## src/rtl/shift_sequencer_pkg.sv

```systemverilog
// Shared definitions for the bit-serial shift sequencer: state encoding and direction codes.
package shift_pkg;

    localparam logic [1:0] ST_IDLE  = 2'd0;
    localparam logic [1:0] ST_SHIFT = 2'd1;
    localparam logic [1:0] ST_DONE  = 2'd2;

    localparam logic DIR_LEFT  = 1'b0;
    localparam logic DIR_RIGHT = 1'b1;

    typedef enum logic [1:0] {
        IDLE  = ST_IDLE,
        SHIFT = ST_SHIFT,
        DONE  = ST_DONE
    } state_t;

endpackage

```

## src/rtl/shift_sequencer_if.sv

```systemverilog
// Start/done handshake and operand/result bus of the shift sequencer.
// The rotate signal exists only when SHIFT_ROTATE_EN is defined.
interface shift_sequencer_if #(
    parameter int WIDTH = 16,
    parameter int AMT_W = 4
);
    logic             start;
    logic [WIDTH-1:0] operand;
    logic [AMT_W-1:0] amount;
    logic             dir;
    logic             arith;
`ifdef SHIFT_ROTATE_EN
    logic             rotate;
`endif
    logic             busy;
    logic             done;
    logic [WIDTH-1:0] result;
    logic             carry_out;

`ifdef SHIFT_ROTATE_EN
    modport master (output start, operand, amount, dir, arith, rotate,
                    input  busy, done, result, carry_out);
    modport slave  (input  start, operand, amount, dir, arith, rotate,
                    output busy, done, result, carry_out);
`else
    modport master (output start, operand, amount, dir, arith,
                    input  busy, done, result, carry_out);
    modport slave  (input  start, operand, amount, dir, arith,
                    output busy, done, result, carry_out);
`endif

endinterface

```

## src/rtl/shift_sequencer_step.sv

```systemverilog
// Single-bit combinational shift step: moves val one place in dir, inserting fill.
module shift_step
    import shift_pkg::*;
#(
    parameter int WIDTH = 16
) (
    input  logic [WIDTH-1:0] val,
    input  logic             dir,
    input  logic             fill,
    output logic [WIDTH-1:0] val_next,
    output logic             bit_out
);

    always_comb begin
        if (dir == DIR_RIGHT) begin
            val_next = {fill, val[WIDTH-1:1]};
            bit_out  = val[0];
        end else begin
            val_next = {val[WIDTH-2:0], fill};
            bit_out  = val[WIDTH-1];
        end
    end

endmodule

```

## src/rtl/shift_sequencer.sv

```systemverilog
// Multi-cycle shifter, one bit per clock, with start/done handshake.
// Optional rotate mode is compiled in with SHIFT_ROTATE_EN.
//
//   state | meaning
//   IDLE  | waiting for start; result/carry_out hold last value
//   SHIFT | one bit shifted per cycle while count > 0
//   DONE  | one-cycle done pulse; start still ignored here
module shift_sequencer
    import shift_pkg::*;
#(
    parameter int WIDTH = 16,
    parameter int AMT_W = 4
) (
    input  logic             clk,
    input  logic             rst_n,
    shift_sequencer_if.slave bus
);

    state_t           state, state_nxt;
    logic [AMT_W-1:0] count;
    logic [WIDTH-1:0] result;
    logic             carry_out;
    logic             dir_q;
    logic             arith_q;
    logic             rot_q;
    logic             fill;
    logic [WIDTH-1:0] step_val;
    logic             step_bit;
    logic             accept;

    assign accept = (state == IDLE) && bus.start;

    // Rotate feeds the outgoing bit back in; otherwise only arithmetic right shifts sign-fill.
    always_comb begin
        fill = 1'b0;
        if (rot_q)
            fill = (dir_q == DIR_RIGHT) ? result[0] : result[WIDTH-1];
        else if (dir_q == DIR_RIGHT && arith_q)
            fill = result[WIDTH-1];
    end

    shift_step #(.WIDTH(WIDTH)) u_step (
        .val      (result),
        .dir      (dir_q),
        .fill     (fill),
        .val_next (step_val),
        .bit_out  (step_bit)
    );

    always_comb begin
        state_nxt = state;
        case (state)
            IDLE: begin
                if (bus.start)
                    state_nxt = (bus.amount == '0) ? DONE : SHIFT;
            end
            SHIFT: begin
                if (count == AMT_W'(1))
                    state_nxt = DONE;
            end
            DONE:    state_nxt = IDLE;
            default: state_nxt = IDLE;
        endcase
    end

    always_ff @(posedge clk or negedge rst_n) begin
        if (!rst_n) begin
            state     <= IDLE;
            count     <= '0;
            result    <= '0;
            carry_out <= 1'b0;
            dir_q     <= DIR_LEFT;
            arith_q   <= 1'b0;
            rot_q     <= 1'b0;
        end else begin
            state <= state_nxt;
            if (accept) begin
                result    <= bus.operand;
                count     <= bus.amount;
                carry_out <= 1'b0;
                dir_q     <= bus.dir;
                arith_q   <= bus.arith;
`ifdef SHIFT_ROTATE_EN
                rot_q     <= bus.rotate;
`else
                rot_q     <= 1'b0;
`endif
            end else if (state == SHIFT) begin
                result    <= step_val;
                carry_out <= step_bit;
                count     <= count - AMT_W'(1);
            end
        end
    end

    assign bus.busy      = (state != IDLE);
    assign bus.done      = (state == DONE);
    assign bus.result    = result;
    assign bus.carry_out = carry_out;

endmodule

```

## src/flat_wrapper.sv

```systemverilog
// flat-port wrapper written by rule: the top's interface ports become plain ports
module shift_sequencer_flat import shift_pkg::*;
#(
    parameter int WIDTH = 16,
    parameter int AMT_W = 4
)
  (clk, rst_n, bus_start, bus_operand, bus_amount, bus_dir, bus_arith, bus_busy, bus_done, bus_result, bus_carry_out);
  shift_sequencer_if #(.WIDTH(WIDTH), .AMT_W(AMT_W)) bus_i ();
  input  logic clk;
  input  logic rst_n;
  input wire logic [$bits(bus_i.start)-1:0] bus_start;
  input wire logic [$bits(bus_i.operand)-1:0] bus_operand;
  input wire logic [$bits(bus_i.amount)-1:0] bus_amount;
  input wire logic [$bits(bus_i.dir)-1:0] bus_dir;
  input wire logic [$bits(bus_i.arith)-1:0] bus_arith;
  output wire logic [$bits(bus_i.busy)-1:0] bus_busy;
  output wire logic [$bits(bus_i.done)-1:0] bus_done;
  output wire logic [$bits(bus_i.result)-1:0] bus_result;
  output wire logic [$bits(bus_i.carry_out)-1:0] bus_carry_out;
  assign bus_i.start = bus_start;
  assign bus_i.operand = bus_operand;
  assign bus_i.amount = bus_amount;
  assign bus_i.dir = bus_dir;
  assign bus_i.arith = bus_arith;
  assign bus_busy = bus_i.busy;
  assign bus_done = bus_i.done;
  assign bus_result = bus_i.result;
  assign bus_carry_out = bus_i.carry_out;
  shift_sequencer #(.WIDTH(WIDTH), .AMT_W(AMT_W)) u_core (.clk(clk), .rst_n(rst_n), .bus(bus_i));
endmodule
```

## config.mk

```make
export PLATFORM = sky130hd
export DESIGN_NAME = shift_sequencer_flat
export DESIGN_NICKNAME = d
export VERILOG_FILES = /design/src/rtl/shift_sequencer_pkg.sv /design/src/rtl/shift_sequencer_if.sv /design/src/rtl/shift_sequencer_step.sv /design/src/rtl/shift_sequencer.sv /design/src/flat_wrapper.sv
export SDC_FILE = /design/constraint.sdc
export NUM_CORES = 1
export LEC_CHECK = 0
export BUFFER_PORTS_ARGS = -buffer_cell sky130_fd_sc_hd__buf_2
export CAP_MARGIN = 30
export CORE_MARGIN = 8
export CORE_UTILIZATION = 55
export CTS_CLUSTER_DIAMETER = 150
export CTS_CLUSTER_SIZE = 10
export DETAILED_ROUTE_END_ITERATION = 10
export PLACE_DENSITY = 0.93
export RECOVER_POWER = 100
export SETUP_SLACK_MARGIN = 0.1
export SLEW_MARGIN = 20
export SYNTH_ARGS = -nofsm -noshare
export SYNTH_HDL_FRONTEND = slang
export SYNTH_HIERARCHICAL = 1
export SYNTH_SLANG_ARGS = --single-unit
export TNS_END_PERCENT = 10
```

## constraint.sdc

```tcl
create_clock -name clk -period 2.7 [get_ports clk]
set_clock_uncertainty 0.15 [all_clocks]
set_input_delay 0.54 -clock clk [delete_from_list [all_inputs] [get_ports clk]]
set_output_delay 0.54 -clock clk [all_outputs]
set_load 0.05 [all_outputs]
```

==> flow_summary.ini, run 1 <==
[outcome]
status = finished clean

[min_path]
min_path_type = input pin to flop

[grt]
grt_pass1_vias = 1311
busiest_layer = met2
grt_first_pass_wirelength_microns = 6058
grt_usage_pct = 14.38
grt_max_degree = 26
antenna_found_initial = 0
met3_usage_pct = 5.150
grtUsageMet2_pct = 23.67
grt_overflow = 0
grt_use_met1_pct = 16.94

[power_and_ir_drop]
cellPowerDensity_nw_per_um2 = 1396
ir_worst_vdd_mv = 0.8910
total_power_mw = 2.381
cellLeakagePower_nw = 0.7730

[clocking]
clockRootBuffer = clkbuf_4
cts_max_path_buffers = 2
ctsResizeCount = 0
cts-buffers-inserted = 3
cts_tree = built
cts.sinks = 25
insertion_delay_ps = 320
cts_setup_buffers = 0
clk_pin_slew_ps = 140
cts_hold_buf = 0
h-tree-depth = 1

[synthesis]
syn_area_sq_um = 1551
synth_top_area_share_pct = 40.32
synth_area_leader_cell = dfrtp_1
ys_seq_area_share_pct = 40.32
yosys_warnings = 6
synth_ff_type = dfrtp_1
synth.distinct_cells = 31
synth.avg_cell_area_sq_um = 10.70
synth-edff-count = 0
synth_seq_cells = 25
yosys-top-cells-area = dfrtp_1 (40%), mux2_4 (9.7%), mux2i_1 (7.7%)
synthesis.instances = 145
async_reset_ff_share_pct = 100.0
syn_nets = 172
yosysMostFrequentCell = dfrtp_1
netlist_top_cells_count = dfrtp_1 (25), nand2_1 (14), o21ai_0 (13)

[timing]
rsz0062_at_grt = false
drv_slew = 0
setup_tns_ps = 0
fin_ws_ps = 372.1
hold_viol_final = 0
max_freq_mhz = 429.6
holdWs_ps = 254.9
setup_viol = 0
period_share_pct = 86.22
worst_slew_pin_slew_ps = 1334
min_period_ps = 2328
relSlewSlack_pct = 11.05

[drt]
wl_microns = 3555
drtIter0Drc = 91
drt_first_pass_iters = 4
vias = 1208
routedWlPerCell_microns = 16.61
vias_per_cell = 5.645
antenna_left = 0
drc = 0

[layout]
fin_cells = 214
antenna_cells = 0
fin_nets = 211
area_delta_synth_final_pct = 9.920
fillers = 241
drive_gt1_share_pct = 23.50

[worst_setup_path]
cp_slowest_cell = dfrtp_1
cp_max_fo = 16
reg2reg_slack_ps = 550
path_cells = nor2b_1 > clkbuf_1
critical_path_class = flop to output pin
cp.arrival_ps = 1640
max_stage_delay_ps = 640
start_kind = flop
crit_path_end_kind = output pin
cp.required_ps = 2010

[floorplan]
rows = 19
core_sq_um = 2710
start_util_pct = 57.25
io_pins = 44
die_x_microns = 69.11
die-area_sq_um = 4776
die_y_microns = 69.11

[place]
gp_congestion = 0.8483
place_inst = 210
place_ws_ps = 783.9
dp_hpwl_microns = 2658
port_buffers = 43

[job]
drv_cap = 0
-- registers in the layout, indices dropped and copies added (netlist names) --
register,count
u_core/arith_q,1
u_core/bus.carry_out,1
u_core/bus.result,16
u_core/count,4
u_core/dir_q,1
u_core/state,2
-- kinds of logic (layout without fill, tap and decap cells) --
kind of cell	count (synthesis)	in the layout	share of synthesized area (%)
adders and majority gates	2	2	1.613
buffers and inverters	15	53	7.580
muxes	31	31	23.95
DFF	25	25	40.32
and+or+nand+nor	35	35	12.26
xor gates and xnor gates	1	1	0.5646
AOI/OAI and AO/OA	36	36	13.71
-- power breakdown --
group,internal (mW),switching [mW],leakage (nW),total (mW)
Clock,0.0556,0.113,0.0177,0.168
Combinational,0.542,0.864,0.447,1.41
Sequential,0.553,0.254,0.309,0.807
-- final cells by class --
| type | instances | area (sq um) | share of cell area, % |
|---|---|---|---|
| multi-input combinational | 105 | 793.3 | 46.51 |
| tap | 31 | 38.79 | 2.274 |
| clock inverter | 1 | 5.005 | 0.2935 |
| clock buffer | 3 | 22.52 | 1.321 |
| sequential | 25 | 625.6 | 36.68 |
| timing repair buffer | 46 | 209.0 | 12.25 |
| inverter | 3 | 11.26 | 0.6603 |
-- worst paths after layout --
check / start / end / cells after the start
setup / recovery: u_core/state[1] / bus_done / 2
hold / removal: bus_operand[1] / u_core/bus.result[1] / 3
setup reg to reg: u_core/state[1] / u_core/bus.result[0] / 3
hold reg to reg: u_core/arith_q / u_core/arith_q / 1
max in group asynchronous: rst_n / u_core/bus.result[6] / 1
min in group asynchronous: rst_n / u_core/count[2] / 1
-- worst max-delay path, delay by kind of cell, from the launching register on --
| family | cells | cell delay [ps] |
|---|---|---|
| buffers and inverters | 1 | 480 |
| AND/OR/NAND/NOR | 1 | 190 |
| flip-flops | 1 | 640 |
-- per-layer routing --
| metal | share of wire (%) | wire [microns] |
|---|---|---|
| met5 | 0 | 0 |
| met1 | 45 | 1590 |
| met3 | 7.3 | 258 |
| met4 | 1.2 | 43 |
| met2 | 47 | 1663 |
-- through the flow --
| stage | instance area, sq um | util, % |
|---|---|---|
| finish | 1705 | 62.93 |
| global route | 1705 | 62.93 |
| CTS | 1754 | 64.73 |
| detailed placement | 1727 | 63.71 |
| global placement | 1727 | 63.71 |
| floorplan | 1551 | - |
-- cells in the final DEF, fill, tap and decap left out, types with 2 or more instances in the layout --
cell type / Yosys / routed
inv_1: 3 / 3
o21ai_0: 13 / 19
a22oi_1: 5 / 5
nor3b_1: 3 / 3
ha_1: 2 / 2
clkbuf_1: 1 / 21
nor2b_1: 8 / 8
buf_4: 2 / 2
a21oi_1: 5 / 5
mux2_2: 7 / 7
a2bb2oi_1: 3 / 3
nand2b_1: 2 / 2
dfrtp_1: 25 / 25
mux2_1: 2 / 6
mux2_4: 10 / 6
clkbuf_4: 0 / 3
and3_1: 2 / 2
nor3_1: 2 / 2
buf_2: 5 / 23
mux2i_1: 12 / 12
nand2_1: 14 / 14
No activity file was read; power rests on OpenSTA's default activity.
==> run 2, diff against run 1 <==
- clock period: 2.7 -> 2.89 ns (I/O delays scaled with it)
==> run 2 against run 1 <==
Net effect:
- flip-flop and latch count unchanged
- power is 7.0% lower
- combinational power decreased by 9%
- register-to-register slack improved by 50 ps
- global-route usage decreased by 0.11 points
- non-clock buffer count fell by 2
- largest cell class unchanged
- highest routed layer unchanged
==> flow_summary.ini, run 2 (synthesis results as in run 1) <==
[outcome]
status = finished clean

[min_path]
hold_path_startpoint = bus_operand[5]
min_path_type = input pin to flop

[grt]
antenna_found_initial = 0
grt_max_degree = 30
grt_usage_pct = 14.27
grt_first_pass_wirelength_microns = 5968
grt_pass1_vias = 1269
grt_overflow = 0

[clocking]
cts_hold_buf = 0
cts_max_path_buffers = 2
clk_pin_slew_ps = 140
cts.sinks = 25
cts_tree = built
h-tree-depth = 1
clockRootBuffer = clkbuf_4
insertion_delay_ps = 320
cts_setup_buffers = 0
cts-buffers-inserted = 3
ctsResizeCount = 0

[timing]
holdWs_ps = 298.9
hold_viol_final = 0
period_share_pct = 81.62
relSlewSlack_pct = 12.55
rsz0062_at_grt = false
setup_tns_ps = 0
drv_slew = 0
setup_viol = 0
max_freq_mhz = 424.0
min_period_ps = 2359
worst_slew_pin_slew_ps = 1312
fin_ws_ps = 531.3

[layout]
design_area_sq_um = 1693
fin_util_pct = 62.47
mostFrequentLayoutCells = dfrtp_1 (25), buf_2 (23), clkbuf_1 (21)
largest_reg_flops = 16
drive_gt1_share_pct = 22.65
antenna_cells = 0
area_delta_synth_final_pct = 9.113
layout.cells.most_common = dfrtp_1
top_regs = u_core/bus.result: 16 flops, u_core/count: 4 flops, u_core/state: 2 flops
top_register = u_core/bus.result
fillers = 236
fin_nets = 209

[floorplan]
rows = 19
die_x_microns = 69.11
io_pins = 44
start_util_pct = 57.25
die_y_microns = 69.11
core_sq_um = 2710
die-area_sq_um = 4776

[power_and_ir_drop]
ir_worst_vdd_mv = 0.7909
p_int_mw = 1.066
p_seq_share_pct = 34.4
power.switching_mw = 1.147
cellLeakagePower_nw = 0.7589
clkPwrFrac_pct = 7.1
cellPowerDensity_nw_per_um2 = 1307
switching_share_pct = 51.83
p_comb_share_pct = 58.5

[drt]
vias = 1206
vias_per_cell = 5.689
drt_first_pass_iters = 4
drc = 0
antenna_left = 0
wl_microns = 3551
drtIter0Drc = 60
routedWlPerCell_microns = 16.75

[worst_setup_path]
cp.required_ps = 2160
timing.rr.start = u_core/state[0]
start_kind = flop
cp.arrival_ps = 1630
critPathLaunch = u_core/state[1]
critical_path_class = flop to output pin
crit_path_end_kind = output pin
cp_max_fo = 16

[place]
place_ws_ps = 971.2
gp_congestion = 0.8726
dp_hpwl_microns = 2680
port_buffers = 43
placed_area_sq_um = 1712

[job]
drv_cap = 0
-- run 2: cell count changes in the layout (fill, tap and decap cells not counted), sizes merged --
cell,before,now
buf,25,23
clkinv,1,0
clkinvlp,0,1
-- run 2: critical path, stage by stage (launching register included) --
cell and delay, ps:
dfrtp_1 630, nor2b_1 190, clkbuf_1 490
-- run 2: cell type report --
type                       instances  area [sq um]  area share, %
multi-input combinational        105         793.3          46.86
clock inverter                     1         7.507         0.4435
inverter                           3         11.26         0.6652
timing repair buffer              44         193.9          11.46
sequential                        25         625.6          36.95
clock buffer                       3         22.52          1.330
tap                               31         38.79          2.291
-- run 2: metrics by stage --
step	instances	power, mW
after floorplan	145	1.927
after global placement	208	2.078
after detailed placement	208	2.148
after CTS	212	2.312
after global routing	212	2.370
final	212	2.213
-- run 2: routing by layer --
metal  track usage (%)  part of all wire, %  up-vias
li1                  -                    -      591
met2             23.05                   46       44
met4             5.011                  1.8        0
met3             5.150                  8.1        6
met5                 0                    0        -
met1             16.97                   44      565
-- run 2: power by group through the flow --
stage / sequential, mW / combinational [mW] / clock [mW]
after floorplan: 1.03 / 0.901 / 0
after global placement: 0.752 / 1.33 / 0
after detailed placement: 0.772 / 1.38 / 0
after CTS: 0.764 / 1.38 / 0.167
after global routing: 0.794 / 1.40 / 0.178
final: 0.762 / 1.29 / 0.158
-- run 2: worst paths after layout --
kind | endpoint | slack, ps | cells after the start
max in group asynchronous | u_core/bus.result[13] | 1460 | 1
min in group asynchronous | u_core/count[2] | 360 | 1
max reg2reg | u_core/arith_q | 600 | 3
min | u_core/bus.result[5] | 300 | 3
min reg2reg | u_core/arith_q | 370 | 1
max | bus_done | 530 | 2
==> run 3, diff against run 2 <==
- ABC_AREA: unset -> 1
- CORE_UTILIZATION: 55 -> 47
- PLACE_DENSITY: 0.93 -> 0.84
- clock period: 2.89 -> 2.1 ns (I/O delays scaled with it)
==> run 3 against run 2 <==
Net effect:
- routed wire length rose by 9.7%
- sequential power is 33% higher
- global-route usage is 0.16 points lower
- area after synthesis up 6.9%
- critical path type unchanged
- critical endpoint is now bus_result[15]
- largest power group unchanged
==> flow_summary.ini, run 3 <==
[worst_setup_path]
cp_slowest_cell = clkbuf_1
max_stage_delay_ps = 500
critical_path_class = flop to output pin
timing.rr.start = u_core/state[0]
reg2reg_to = u_core/bus.result[0]
path_cells = clkbuf_1
worstRegToRegCells = 6
reg2reg_slack_ps = 280
cp_max_fo = 5
cp.arrival_ps = 1270
cp_top_family = buffers and inverters
cp.required_ps = 1530
start_kind = flop
cp.buffers_inverters = 1
crit_path_end_kind = output pin

[grt]
met3_usage_pct = 2.500
busiest_layer = met2
grt_use_met1_pct = 16.51
grt_overflow = 0
antenna_found_initial = 0
grtUsageMet2_pct = 25.31
grt_first_pass_wirelength_microns = 6472
grt_max_degree = 26
grt_pass1_vias = 1501
grt_usage_pct = 14.11

[timing]
rsz0062_at_grt = false
relSlewSlack_pct = 57.69
worst_slew_pin_slew_ps = 634.7
period_share_pct = 87.48
holdWs_ps = 143.5
setup_tns_ps = 0
min_period_ps = 1837
fin_ws_ps = 262.9
hold_viol_final = 0
max_freq_mhz = 544.3
drv_slew = 0
setup_viol = 0

[clocking]
cts-buffers-inserted = 3
cts_hold_buf = 1
clk_pin_slew_ps = 130
cts_tree = built
insertion_delay_ps = 310
cts.sinks = 25
clockRootBuffer = clkbuf_4
h-tree-depth = 1
ctsResizeCount = 0
cts_setup_buffers = 0
cts_max_path_buffers = 2

[floorplan]
die_y_microns = 75.42
die_x_microns = 75.42
core_sq_um = 3363
start_util_pct = 49.33
rows = 21
io_pins = 44
die-area_sq_um = 5687

[min_path]
hold_path_depth = 3
hold_end = u_core/dir_q
hold_path_startpoint = bus_dir
min_path_type = input pin to flop

[place]
place_ws_ps = 510.1
dp_hpwl_microns = 2884
gp_congestion = 0.8008
placed_area_sq_um = 1849
port_buffers = 43

[power_and_ir_drop]
p_int_mw = 1.373
cellLeakagePower_nw = 1.058
p_seq_share_pct = 30.2
p_comb_share_pct = 63.6
total_power_mw = 3.356
ir_worst_vdd_mv = 0.9173
cellPowerDensity_nw_per_um2 = 1815
switching_share_pct = 59.08
clkPwrFrac_pct = 6.2
power.switching_mw = 1.983

[layout]
layout.cells.most_common = nand2_1
design_area_sq_um = 1849
drive_gt1_share_pct = 19.93
fin_nets = 314
antenna_cells = 0
top_regs = u_core/bus.result: 16 flops, u_core/count: 4 flops, u_core/state: 2 flops
top_register = u_core/bus.result
mostFrequentLayoutCells = nand2_1 (124), inv_1 (29), dfrtp_1 (25)
area_delta_synth_final_pct = 11.46
largest_reg_flops = 16

[synthesis]
yosysMostFrequentCell = nand2_1
async_reset_ff_share_pct = 100.0
synth_seq_cells = 25
synth_top_area_share_pct = 37.71
synth-edff-count = 0
synth.avg_cell_area_sq_um = 6.772
syn_nets = 272
synth_area_leader_cell = dfrtp_1
netlist_top_cells_count = nand2_1 (121), inv_1 (29), dfrtp_1 (25)
synth.distinct_cells = 22
yosys-top-cells-area = dfrtp_1 (38%), nand2_1 (27%), nand2_2 (8.3%)
yosys_warnings = 6
synth_ff_type = dfrtp_1
synthesis.instances = 245
ys_seq_area_share_pct = 37.71
syn_area_sq_um = 1659

[drt]
vias_per_cell = 4.843
drt_first_pass_iters = 4
wl_microns = 3895
antenna_left = 0
routedWlPerCell_microns = 11.73
drtIter0Drc = 116
vias = 1608
drc = 0

[job]
drv_cap = 0

[outcome]
status = finished clean
run 3: per-stage QoR:
step / utilization [%] / instances
3_5_place_dp: 54.99 / 327
4_1_cts: 56.06 / 332
6_report: 54.99 / 332
2_1_floorplan: - / 245
3_3_place_gp: 54.99 / 327
5_1_grt: 54.99 / 332
run 3: worst max-delay path by stage:
stage,start,end,slack (ps),cells past startpoint
after floorplan,u_core/state[0],bus_done,400,1
after global placement,u_core/state[0],u_core/count[2],580,4
after detailed placement,u_core/state[0],u_core/count[2],510,4
after CTS,u_core/state[0],bus_busy,280,3
after global routing,u_core/state[0],u_core/bus.result[4],140,6
final,u_core/bus.result[15],bus_result[15],260,1
run 3: layout make-up:
type | count | area, sq um
clock buffers | 4 | 26.28
fillers | 379 | 1514
inverters | 32 | 130.1
multi-input cells | 179 | 793.3
flip-flops and latches | 25 | 625.6
well taps | 46 | 57.56
repair buffers | 46 | 216.5
run 3: routing by layer:
metal	vias to the layer above	share of wire, %
met5	-	0
met3	2	6.5
met1	754	43
met4	0	0.87
li1	807	-
met2	45	49
run 3: cell families after synthesis:
| family | count (synthesis) | synth area share (%) |
|---|---|---|
| buffers and inverters | 41 | 13.72 |
| and+or+nand+nor | 163 | 42.16 |
| AOI/OAI and AO/OA | 13 | 4.373 |
| adders and majority gates | 2 | 1.508 |
| xor gates and xnor gates | 1 | 0.5280 |
| DFF | 25 | 37.71 |
run 3: power by group through the flow:
stage / clock network, mW / registers (mW) / logic (mW)
after global routing: 0.248 / 1.05 / 2.35
after CTS: 0.220 / 1.01 / 2.21
after detailed placement: 0 / 1.02 / 2.20
final: 0.209 / 1.01 / 2.13
after floorplan: 0 / 1.47 / 1.37
after global placement: 0 / 1.01 / 2.14
